<file path="src/rtl/ser_tx_ctrl.sv">
// Serial transmit controller: frames each byte as start bit, 8 data bits LSB first and stop bit,
// and steers a downstream parallel-load/shift-right register that has no hold mode of its own.
module ser_tx_ctrl #(
  parameter int BIT_DIV = 4
) (
  input  logic       clk,
  input  logic       rst_n,
  input  logic [7:0] tx_data,
  input  logic       tx_valid,
  output logic       tx_ready,
  input  logic [7:0] sr_q,
  output logic [7:0] sr_p_in,
  output logic       sr_load,
  output logic       sr_s_in,
  output logic       ser_out,
  output logic       busy,
  output logic       tx_done
);

  localparam int               DIV_W    = (BIT_DIV > 1) ? $clog2(BIT_DIV) : 1;
  localparam logic [DIV_W-1:0] DIV_LAST = DIV_W'(BIT_DIV - 1);
  localparam logic [DIV_W-1:0] DIV_ZERO = {DIV_W{1'b0}};
  localparam logic [DIV_W-1:0] DIV_ONE  = DIV_W'(1);

  typedef enum logic [1:0] {
    IDLE  = 2'd0,
    START = 2'd1,
    DATA  = 2'd2,
    STOP  = 2'd3
  } state_e;

  state_e           state_q, state_d;
  logic [DIV_W-1:0] div_cnt_q, div_cnt_d;
  logic [2:0]       bit_cnt_q, bit_cnt_d;
  logic             tx_done_q, tx_done_d;
  logic             div_last_s;

  assign div_last_s = (div_cnt_q == DIV_LAST);
  assign tx_done    = tx_done_q;

  // State, bit-time and bit counters
  always_ff @(posedge clk or negedge rst_n) begin
    if (!rst_n) begin
      state_q   <= IDLE;
      div_cnt_q <= DIV_ZERO;
      bit_cnt_q <= 3'd0;
      tx_done_q <= 1'b0;
    end else begin
      state_q   <= state_d;
      div_cnt_q <= div_cnt_d;
      bit_cnt_q <= bit_cnt_d;
      tx_done_q <= tx_done_d;
    end
  end

  // Frame sequencing
  always_comb begin
    state_d   = state_q;
    div_cnt_d = div_cnt_q;
    bit_cnt_d = bit_cnt_q;
    tx_done_d = 1'b0;
    case (state_q)
      IDLE: begin
        if (tx_valid) begin
          state_d   = START;
          div_cnt_d = DIV_ZERO;
        end else begin
          state_d   = IDLE;
        end
      end
      START: begin
        if (div_last_s) begin
          state_d   = DATA;
          div_cnt_d = DIV_ZERO;
          bit_cnt_d = 3'd0;
        end else begin
          div_cnt_d = div_cnt_q + DIV_ONE;
        end
      end
      DATA: begin
        if (div_last_s) begin
          div_cnt_d = DIV_ZERO;
          bit_cnt_d = bit_cnt_q + 3'd1;
          if (bit_cnt_q == 3'd7) begin
            state_d = STOP;
          end else begin
            state_d = DATA;
          end
        end else begin
          div_cnt_d = div_cnt_q + DIV_ONE;
        end
      end
      STOP: begin
        if (div_last_s) begin
          state_d   = IDLE;
          div_cnt_d = DIV_ZERO;
          tx_done_d = 1'b1;
        end else begin
          div_cnt_d = div_cnt_q + DIV_ONE;
        end
      end
      default: begin
        state_d   = IDLE;
        div_cnt_d = DIV_ZERO;
        bit_cnt_d = 3'd0;
      end
    endcase
  end

  // Line and register steering; holding means reloading the register with its own Q
  always_comb begin
    tx_ready = 1'b0;
    busy     = 1'b1;
    ser_out  = 1'b1;
    sr_load  = 1'b1;
    sr_p_in  = sr_q;
    sr_s_in  = 1'b1;
    case (state_q)
      IDLE: begin
        tx_ready = 1'b1;
        busy     = 1'b0;
        sr_p_in  = tx_data;
        sr_load  = tx_valid;
      end
      START: begin
        ser_out = 1'b0;
      end
      DATA: begin
        ser_out = sr_q[0];
        sr_load = !div_last_s;
      end
      STOP: begin
        sr_load = 1'b0;
      end
      default: begin
        busy = 1'b0;
      end
    endcase
  end

endmodule

</file>
<file path="config.mk">
export PLATFORM = sky130hd
export DESIGN_NAME = ser_tx_ctrl
export DESIGN_NICKNAME = d
export VERILOG_FILES = /design/src/rtl/ser_tx_ctrl.sv
export SDC_FILE = /design/constraint.sdc
export NUM_CORES = 1
export LEC_CHECK = 0
export CAP_MARGIN = 10
export CORE_ASPECT_RATIO = 0.75
export CORE_MARGIN = 1.5
export CORE_UTILIZATION = 23
export CTS_BUF_LIST = sky130_fd_sc_hd__clkbuf_8
export DETAILED_ROUTE_END_ITERATION = 6
export HOLD_SLACK_MARGIN = 0.15
export PLACE_DENSITY_LB_ADDON = 0.08
export SKIP_CTS_REPAIR_TIMING = 1
export SYNTH_ARGS = -nofsm -noshare
export SYNTH_HDL_FRONTEND = slang
export SYNTH_SLANG_ARGS = --single-unit
</file>
<file path="constraint.sdc">
create_clock -name clk -period 2.2 [get_ports clk]
set_clock_uncertainty 0.05 [all_clocks]
set_input_delay 0.44 -clock clk [delete_from_list [all_inputs] [get_ports clk]]
set_output_delay 0.44 -clock clk [all_outputs]
set_load 0.02 [all_outputs]
</file>
* Yosys cells after proc, flatten, opt, wreduce, memory -nomap -nowiden
Index checks and enable logic that the tools add are counted.
** Storage, ports and cells
- Input port bits :: 19
- Logic and storage cells :: 40
- Register bits after elaboration :: 8
- Output and inout bits :: 14
** Operators by class
- $add $sub $neg :: 2
- Reduce and logical (&&, ||, !) cells :: 6
- Mux-type cells :: 19
- Eq/ne operators :: 9
** Operator list (number)
- 2-bit two-way mux :: 5
- 8-bit two-way mux :: 1
- 2-bit inequality test (second input constant) :: 4
- 2-bit case mux with 4 select lines :: 1
- 2-bit equality test (second input constant) :: 3
- 1-bit two-way mux :: 6
- 3-bit two-way mux :: 2
- 3-bit case mux with 2 select lines :: 1
- 3-bit AND reduction :: 2
- 2-bit case mux with 2 select lines :: 1
- 3-bit by 1-bit adder with 3-bit output (second input constant) :: 1
- 3-bit equality test (second input constant) :: 1
- 1-bit case mux with 3 select lines :: 1
- 3-bit OR reduction :: 1
- 2-bit by 1-bit adder with 2-bit output (second input constant) :: 1
- 2-bit by 1-bit equality test with 1-bit output (second input constant) :: 1
- 2-bit logical NOT :: 1
- 1-bit case mux with 2 select lines :: 1
- 2-bit nonzero test :: 1
- 1-bit logical NOT :: 1

* Longest topological paths before layout
Gate-level depths: netlist of the first run.
- Word-level depth :: 4
- Mapped depth :: 6
- Gate-level depth less buffers :: 5

* Worst setup path before layout of the first run
No wires, ideal clock.
- Kind :: flip-flop to output port
- Start :: register state_q[0]
- End :: output sr_load
- Data arrival time :: 1488 ps
- Buffers on the path :: 1
- Path slack :: 222 ps
- Stages on the path, launching flop included :: 6
- Required time :: 1710 ps
- Cell sequence :: dfrtp_1 -> inv_1 -> ha_1 -> buf_2 -> nand2_1 -> or3b_1
** On the way
- Word-level cells in the longest chain between the ends :: 2
- Elaborated cells between the ends (all ways) :: 4
- Classes of those cells :: eq/ne (2); mux (1); reduce/logical (1)
** RTL lines
- start: declaration :: RTL line 32 : state_e state_q, state_d;
- start signal: assignment :: RTL line 49 : state_q <= state_d;
- 2-bit equality test / 2-bit logical NOT (equally long branches) :: RTL line 118 : case (state_q)
- 1-bit case mux with 3 select lines (*) :: RTL line 118
- end: declaration :: RTL line 13 : output logic sr_load,
Every way passes the cells marked *; elsewhere a longest branch is shown, timed or not.

* Final worst setup path of the first run
- Start :: register state_q[0]
- End :: output tx_ready
** On the way
- Word-level cells in the longest chain between the ends :: 2
** RTL lines
- 2-bit logical NOT :: RTL line 118
- 1-bit two-way mux :: RTL line 118
- end: declaration :: RTL line 10 : output logic tx_ready,
Every way passes these cells.

==> results of run 1 <==
[path summary, 6_finish.rpt]
check                      slack (ns)           end    startpoint  cells after the start
setup reg to reg                 0.54    state_q[1]    state_q[0]                      7
setup / recovery                 0.09      tx_ready    state_q[0]                      4
max in group asynchronous        1.37    state_q[0]         rst_n                      1
hold reg to reg                  0.48  bit_cnt_q[2]  bit_cnt_q[2]                      1
hold / removal                   0.45  bit_cnt_q[0]         rst_n                      1
min in group clk                 0.48  bit_cnt_q[2]  bit_cnt_q[2]                      1
[metrics by stage]
| step | cells | area [um2] | hold slack [ns] | total power, mW | setup WS [ns] |
|---|---|---|---|---|---|
| after floorplan | 67 | 668 | 0.0944 | 0.748 | 0.222 |
| after global placement | 141 | 1090 | 0.474 | 1.18 | -0.100 |
| after detailed placement | 141 | 1090 | 0.467 | 1.19 | -0.115 |
| after CTS | 144 | 1130 | 0.471 | 1.37 | -0.286 |
| after global routing | 144 | 1150 | 0.483 | 1.43 | 0.00731 |
| final | 144 | 1150 | 0.454 | 1.32 | 0.0914 |
[registers in the layout, summed over array words and instances (netlist names)]
name       count
tx_done        1
state_q        2
bit_cnt_q      3
div_cnt_q      2
[power by group through the flow]
stage | combinational [mW] | sequential, mW | clock (mW)
4_1_cts | 0.977 | 0.214 | 0.181
3_3_place_gp | 0.969 | 0.215 | 0
3_5_place_dp | 0.975 | 0.216 | 0
5_1_grt | 1.02 | 0.220 | 0.191
6_report | 0.933 | 0.214 | 0.173
2_1_floorplan | 0.529 | 0.220 | 0
[area by class of cell]
class	count	area (um2)
fill	272	1530
inverter	5	18.8
timing repair buffer	41	418
tap	36	45.0
clock buffer	3	41.3
sequential	8	200
multi-input combinational	51	425
[routing by layer]
metal	global-route usage (%)	vias to the layer above	wire length, um
met5	0	-	0
met4	3.13	0	12
met1	14.7	297	823
met3	4.79	5	67
met2	17.7	11	831
li1	-	312	-
[worst register-to-register path, delay by kind of cell, from the launching register on]
family | cells | cell delay, ns
buffers and inverters | 3 | 0.35
adder cells (fa/ha/maj) | 1 | 0.14
AO/OA/AOI/OAI | 1 | 0.23
multiplexers | 1 | 0.35
AND/OR/NAND/NOR | 1 | 0.05
flip-flops | 1 | 0.36
[cell usage in the layout, fill, tap and decap left out, drive strengths merged]
| master | n |
|---|---|
| nor2b | 2 |
| clkbuf | 4 |
| nand3b | 2 |
| dlymetal6s2s | 10 |
| clkdlybuf4s50 | 20 |
| a31oi | 1 |
| nor3 | 1 |
| buf | 10 |
| nand2b | 4 |
| nand4 | 1 |
| conb | 1 |
| and2b | 1 |
| or3b | 1 |
| mux2 | 11 |
| a22o | 2 |
| ha | 10 |
| nand2 | 4 |
| inv | 5 |
| o21ai | 6 |
| nor2 | 1 |
| o211ai | 1 |
| dfrtp | 8 |
| and2 | 1 |
| o22ai | 1 |
[kinds of logic after synthesis]
| group | count (synthesis) |
|---|---|
| other | 1 |
| AO/OA/AOI/OAI | 11 |
| buffers and inverters | 8 |
| flip-flops | 8 |
| AND/OR/NAND/NOR | 18 |
| adder cells (fa/ha/maj) | 10 |
| multiplexers | 11 |
==> out/results.ini, run 1 <==
[status]
outcome = completed

[place]
dp_hpwl_mm = 1.43
portBuffers = 31
gp_congestion = 0.741

[setup_path]
critPathTopFamily = buffers and inverters
arrival_ns = 1.62
crit_required_ns = 1.71
crit_slowest_cell = clkdlybuf4s50_1
slowest_delay_ns = 0.60
path_buf_inv = 3
path_cells = inv_1 > ha_1 > buf_12 > clkdlybuf4s50_1
crit_path_end_kind = output pin
cp_max_fo = 12
crit_type = reg2out
cp-start-kind = flop

[floorplanning]
fp.dieW_um = 65.2
num_io_pins = 33
dieArea_um2 = 3240
initial_utilization_pct = 24.9
core_um2 = 2680
dieHeight_um = 49.7
rows = 16

[cells_and_area]
syn2layout_area_growth_pct = 71.9
fin_util_pct = 42.8
drive_above_1_share_pct = 21.3
nets = 139
antenna_cells = 0

[sta]
rsz0062_at_grt = false
final.setup.tns_ns = 0
max_freq_mhz = 474
finalCriticalPeriod_ns = 2.11
setup_viol = 0
slew_viol_final = 0
final_hold_viol_count = 0
fin_crit_sh_pct = 95.8

[clocking]
clk_pin_slew_ns = 0.04
h-tree-depth = 1
cts_buffers = 3
root_buffer = clkbuf_8
numClockSinks = 8
cts_buffer_depth = 2
clk_latency_ns = 0.22
cts_tree = built

[drt]
routed_wl_mm = 1.73
drcViolationCount = 0
drtAntennaViolNets = 0
drt-pass1-iter-count = 4
via_per_inst = 4.34
num_vias = 625
routedWlPerCell_um = 12.0
drt_iter0_markers = 13

[synthesis]
synth_area_um2 = 668
yosys_warnings = 0
ys_types = 25
synth_commonest_cells = 10 x ha_1, 9 x mux2_2, 8 x dfrtp_1
synth-edff-count = 0
post-synth-top-area-fraction_pct = 30.0
synth_top_family_by_area = adder cells
ys_seq_area_share_pct = 30.0
synthTopCellsByArea = dfrtp_1 30%, ha_1 19%, mux2_2 15%
synthArstFlopShare_pct = 100
yosys.area_share.adder_pct = 18.7
syn_avg_cell_area_um2 = 9.97
synth_top_cell_by_area = dfrtp_1
yosys.area_share.simple_pct = 15.7
synth_flop_cell = dfrtp_1
synth.area.mux_share_pct = 18.5
synth.most_common_cell = ha_1
syn_nets = 96
synth_compound_area_share_pct = 10.1
postSynthCellCount = 67
synth_xor_xnor_area_share_pct = 0
ys_ff_latch = 8

[global_route]
gr-total-overflow = 0
antenna_found_initial = 0
first_global_vias = 584
grt_pass1_wl_mm = 2.75
grt_max_degree = 13
grtUsageTotal_pct = 11.5

[pwr]
p_per_area_nw_per_um2 = 1150
leakage_nw = 0.600
clkPwrFrac_pct = 13.1
peakVddDrop_mv = 0.404
switchingPower_uw = 523
p_comb_share_pct = 70.7
switching_share_pct = 39.6
sequentialPowerShare_pct = 16.2
p_int_uw = 798

[flow_run]
maxCapViolCount = 0

[worst_hold_path]
hold_path.class = in2async

(Power assumes the default switching activity.)
==> inputs of run 2 (changes only) <==
ABC_AREA = 1   (was not set)
==> out/results.ini, run 2 <==
[status]
outcome = completed

[cells_and_area]
largest_register_ffs = 3  ; unchanged
regMostFlops = bit_cnt_q
nets = 161  ; +16%
syn2layout_area_growth_pct = 74.7
top_regs = bit_cnt_q (3), div_cnt_q (2), state_q (2)
multi_input_area_um2 = 399  ; -6.2%
final_common_cell = nand2_1
drive_above_1_share_pct = 14.6  ; -6.7 points
fillers = 269  ; -1.1%
antenna_cells = 0  ; unchanged
mostFrequentLayoutCells = 38 x nand2_1, 20 x clkdlybuf4s50_1, 11 x inv_1, 11 x dlymetal6s2s_1, 9 x ha_1
seq_area_um2 = 200  ; unchanged
design_area_um2 = 1130  ; -1.4%

[floorplanning]
num_io_pins = 33  ; unchanged
fp.dieW_um = 64.3  ; -1.4%
dieArea_um2 = 3150  ; -2.8%
core_um2 = 2640  ; -1.5%
rows = 16  ; unchanged
dieHeight_um = 49.0  ; -1.4%
initial_utilization_pct = 24.5  ; -0.38 points

[sta]
fin_crit_sh_pct = 91.7  ; -4.2 points
slew_viol_final = 0  ; unchanged
finalWorstSetupSlack_ns = 0.183  ; +0.0917 ns
finalCriticalPeriod_ns = 2.02  ; -0.0917 ns
max_freq_mhz = 496  ; +4.5%
rsz0062_at_grt = false
whs_ns = 0.428  ; -0.0259 ns
final_hold_viol_count = 0  ; unchanged
setup_viol = 0  ; unchanged

[setup_path]
cp-start-kind = flop
crit_type = reg2out
crit_slowest_cell = clkdlybuf4s50_1
critPathTopFamily = buffers and inverters
arrival_ns = 1.53  ; -0.09 ns
path_cells = inv_1 > ha_4 > clkdlybuf4s50_1
path_buf_inv = 2  ; -1
cp_max_fo = 8  ; -4
slowest_delay_ns = 0.62  ; +0.02 ns
crit_required_ns = 1.71  ; about the same
crit_path_end_kind = output pin

[drt]
drt-pass1-iter-count = 4  ; unchanged
drcViolationCount = 0  ; unchanged
routedWlPerCell_um = 10.5  ; -13%
via_per_inst = 3.95  ; -9.0%
drt-met1-wl_um = 915  ; +11%
met2_wirelength_um = 777  ; -6.5%
wl_met3_um = 37  ; -45%
top_layer = met4
drtAntennaViolNets = 0  ; unchanged
routed_wl_mm = 1.75  ; +0.63%
drt_iter0_markers = 18  ; +5
num_vias = 656  ; +5.0%

[global_route]
grt_pass1_wl_mm = 2.90  ; +5.3%
antenna_found_initial = 0  ; unchanged
grt_max_degree = 10  ; -3
gr-total-overflow = 0  ; unchanged
grtUsageTotal_pct = 11.9  ; +0.47 points
first_global_vias = 627  ; +7.4%

[synthesis]
post-synth-top-area-fraction_pct = 30.9  ; +0.93 points
synth-edff-count = 0  ; unchanged
synth_flop_cell = dfrtp_1
synth_area_um2 = 648  ; -3.0%
postSynthCellCount = 90  ; +34%
yosys_warnings = 0  ; unchanged
synth_top_cell_by_area = dfrtp_1
synthTopCellsByArea = dfrtp_1 31%, nand2_1 22%, ha_1 19%
syn_nets = 119  ; +24%
ys_ff_latch = 8  ; unchanged
synth.most_common_cell = nand2_1
synthArstFlopShare_pct = 100  ; unchanged
ys_types = 16  ; -36%
syn_avg_cell_area_um2 = 7.20  ; -28%
synth_commonest_cells = 38 x nand2_1, 11 x inv_1, 10 x ha_1
ys_seq_area_share_pct = 30.9  ; +0.93 points

[pwr]
p_per_area_nw_per_um2 = 1220  ; +6.3%
switching_share_pct = 45.2  ; +5.6 points
p_int_uw = 759  ; -4.9%
sequentialPowerShare_pct = 15.1  ; -1.1 points
switchingPower_uw = 625  ; +20%
power_mw = 1.38  ; +4.8%
p_comb_share_pct = 72.2  ; +1.5 points
clkPwrFrac_pct = 12.8  ; -0.3 points
leakage_nw = 0.686  ; +14%
peakVddDrop_mv = 0.602  ; +49%

[place]
dp_hpwl_mm = 1.46  ; +2.0%
dpl-instance-area_um2 = 1050  ; -3.3%
gp_congestion = 0.798  ; +7.6%
dp_worst_setup_slack_ns = -0.00744  ; +0.107 ns
portBuffers = 31  ; unchanged

[clocking]
clk_latency_ns = 0.23  ; about the same
h-tree-depth = 1  ; unchanged
cts_buffers = 3  ; unchanged
numClockSinks = 8  ; unchanged
clk_pin_slew_ns = 0.04  ; about the same
cts_buffer_depth = 2  ; unchanged
cts_tree = built
root_buffer = clkbuf_8

[worst_hold_path]
hold_path.class = reg2reg

[flow_run]
maxCapViolCount = 0  ; unchanged

-- run 2: tightest hold or removal path: stages, from the launching register on --
cell     delay (ns)
dfrtp_1        0.34
nand2_1        0.06
nand2_1        0.05
-- run 2: metal layers --
layer | vias to the layer above | global-route usage [%]
li1 | 357 | -
met1 | 293 | 16.3
met2 | 4 | 17.2
met3 | 2 | 5.31
met4 | 0 | 2.84
met5 | - | 0
-- run 2: logic make-up (layout without fill, tap and decap cells) --
kind of cell,Yosys count,after routing,synth area share (%)
AO/OA/AOI/OAI,4,4,3.67
adder cells (fa/ha/maj),10,10,19.3
buffers and inverters,15,55,9.46
flip-flops,8,8,30.9
other,1,1,0.579
AND/OR/NAND/NOR,52,52,36.1
-- run 2: cell type report --
class	instances	share of cell area [%]
clock buffer	3	3.65
sequential	8	17.7
timing repair buffer	39	35.1
tap	36	3.98
inverter	13	4.31
multi-input combinational	67	35.2
-- run 2: metrics by stage --
step	setup TNS [ns]	cells	util, %
finish	0	166	42.9
global route	0	166	42.9
CTS	-1.89	166	41.3
detailed placement	-0.0137	163	39.8
global placement	-0.00837	163	39.8
floorplan	0	90	-
-- run 2: path summary, 6_finish.rpt --
| kind | startpoint | to | slack (ns) | cells past startpoint |
|---|---|---|---|---|
| max in group asynchronous | rst_n | bit_cnt_q[2] | 1.37 | 1 |
| hold reg to reg | bit_cnt_q[1] | bit_cnt_q[1] | 0.43 | 2 |
| setup reg to reg | state_q[0] | state_q[0] | 0.74 | 8 |
| hold / removal | bit_cnt_q[1] | bit_cnt_q[1] | 0.43 | 2 |
| setup / recovery | state_q[0] | tx_ready | 0.18 | 3 |
| min in group asynchronous | rst_n | bit_cnt_q[0] | 0.45 | 1 |
-- run 2: power groups by stage --
stage | combinational [mW] | clock, mW | sequential, mW
after global placement | 1.02 | 0 | 0.210
after global routing | 1.11 | 0.190 | 0.213
after floorplan | 0.543 | 0 | 0.215
final | 0.998 | 0.176 | 0.209
after detailed placement | 1.01 | 0 | 0.210
after CTS | 1.01 | 0.184 | 0.209
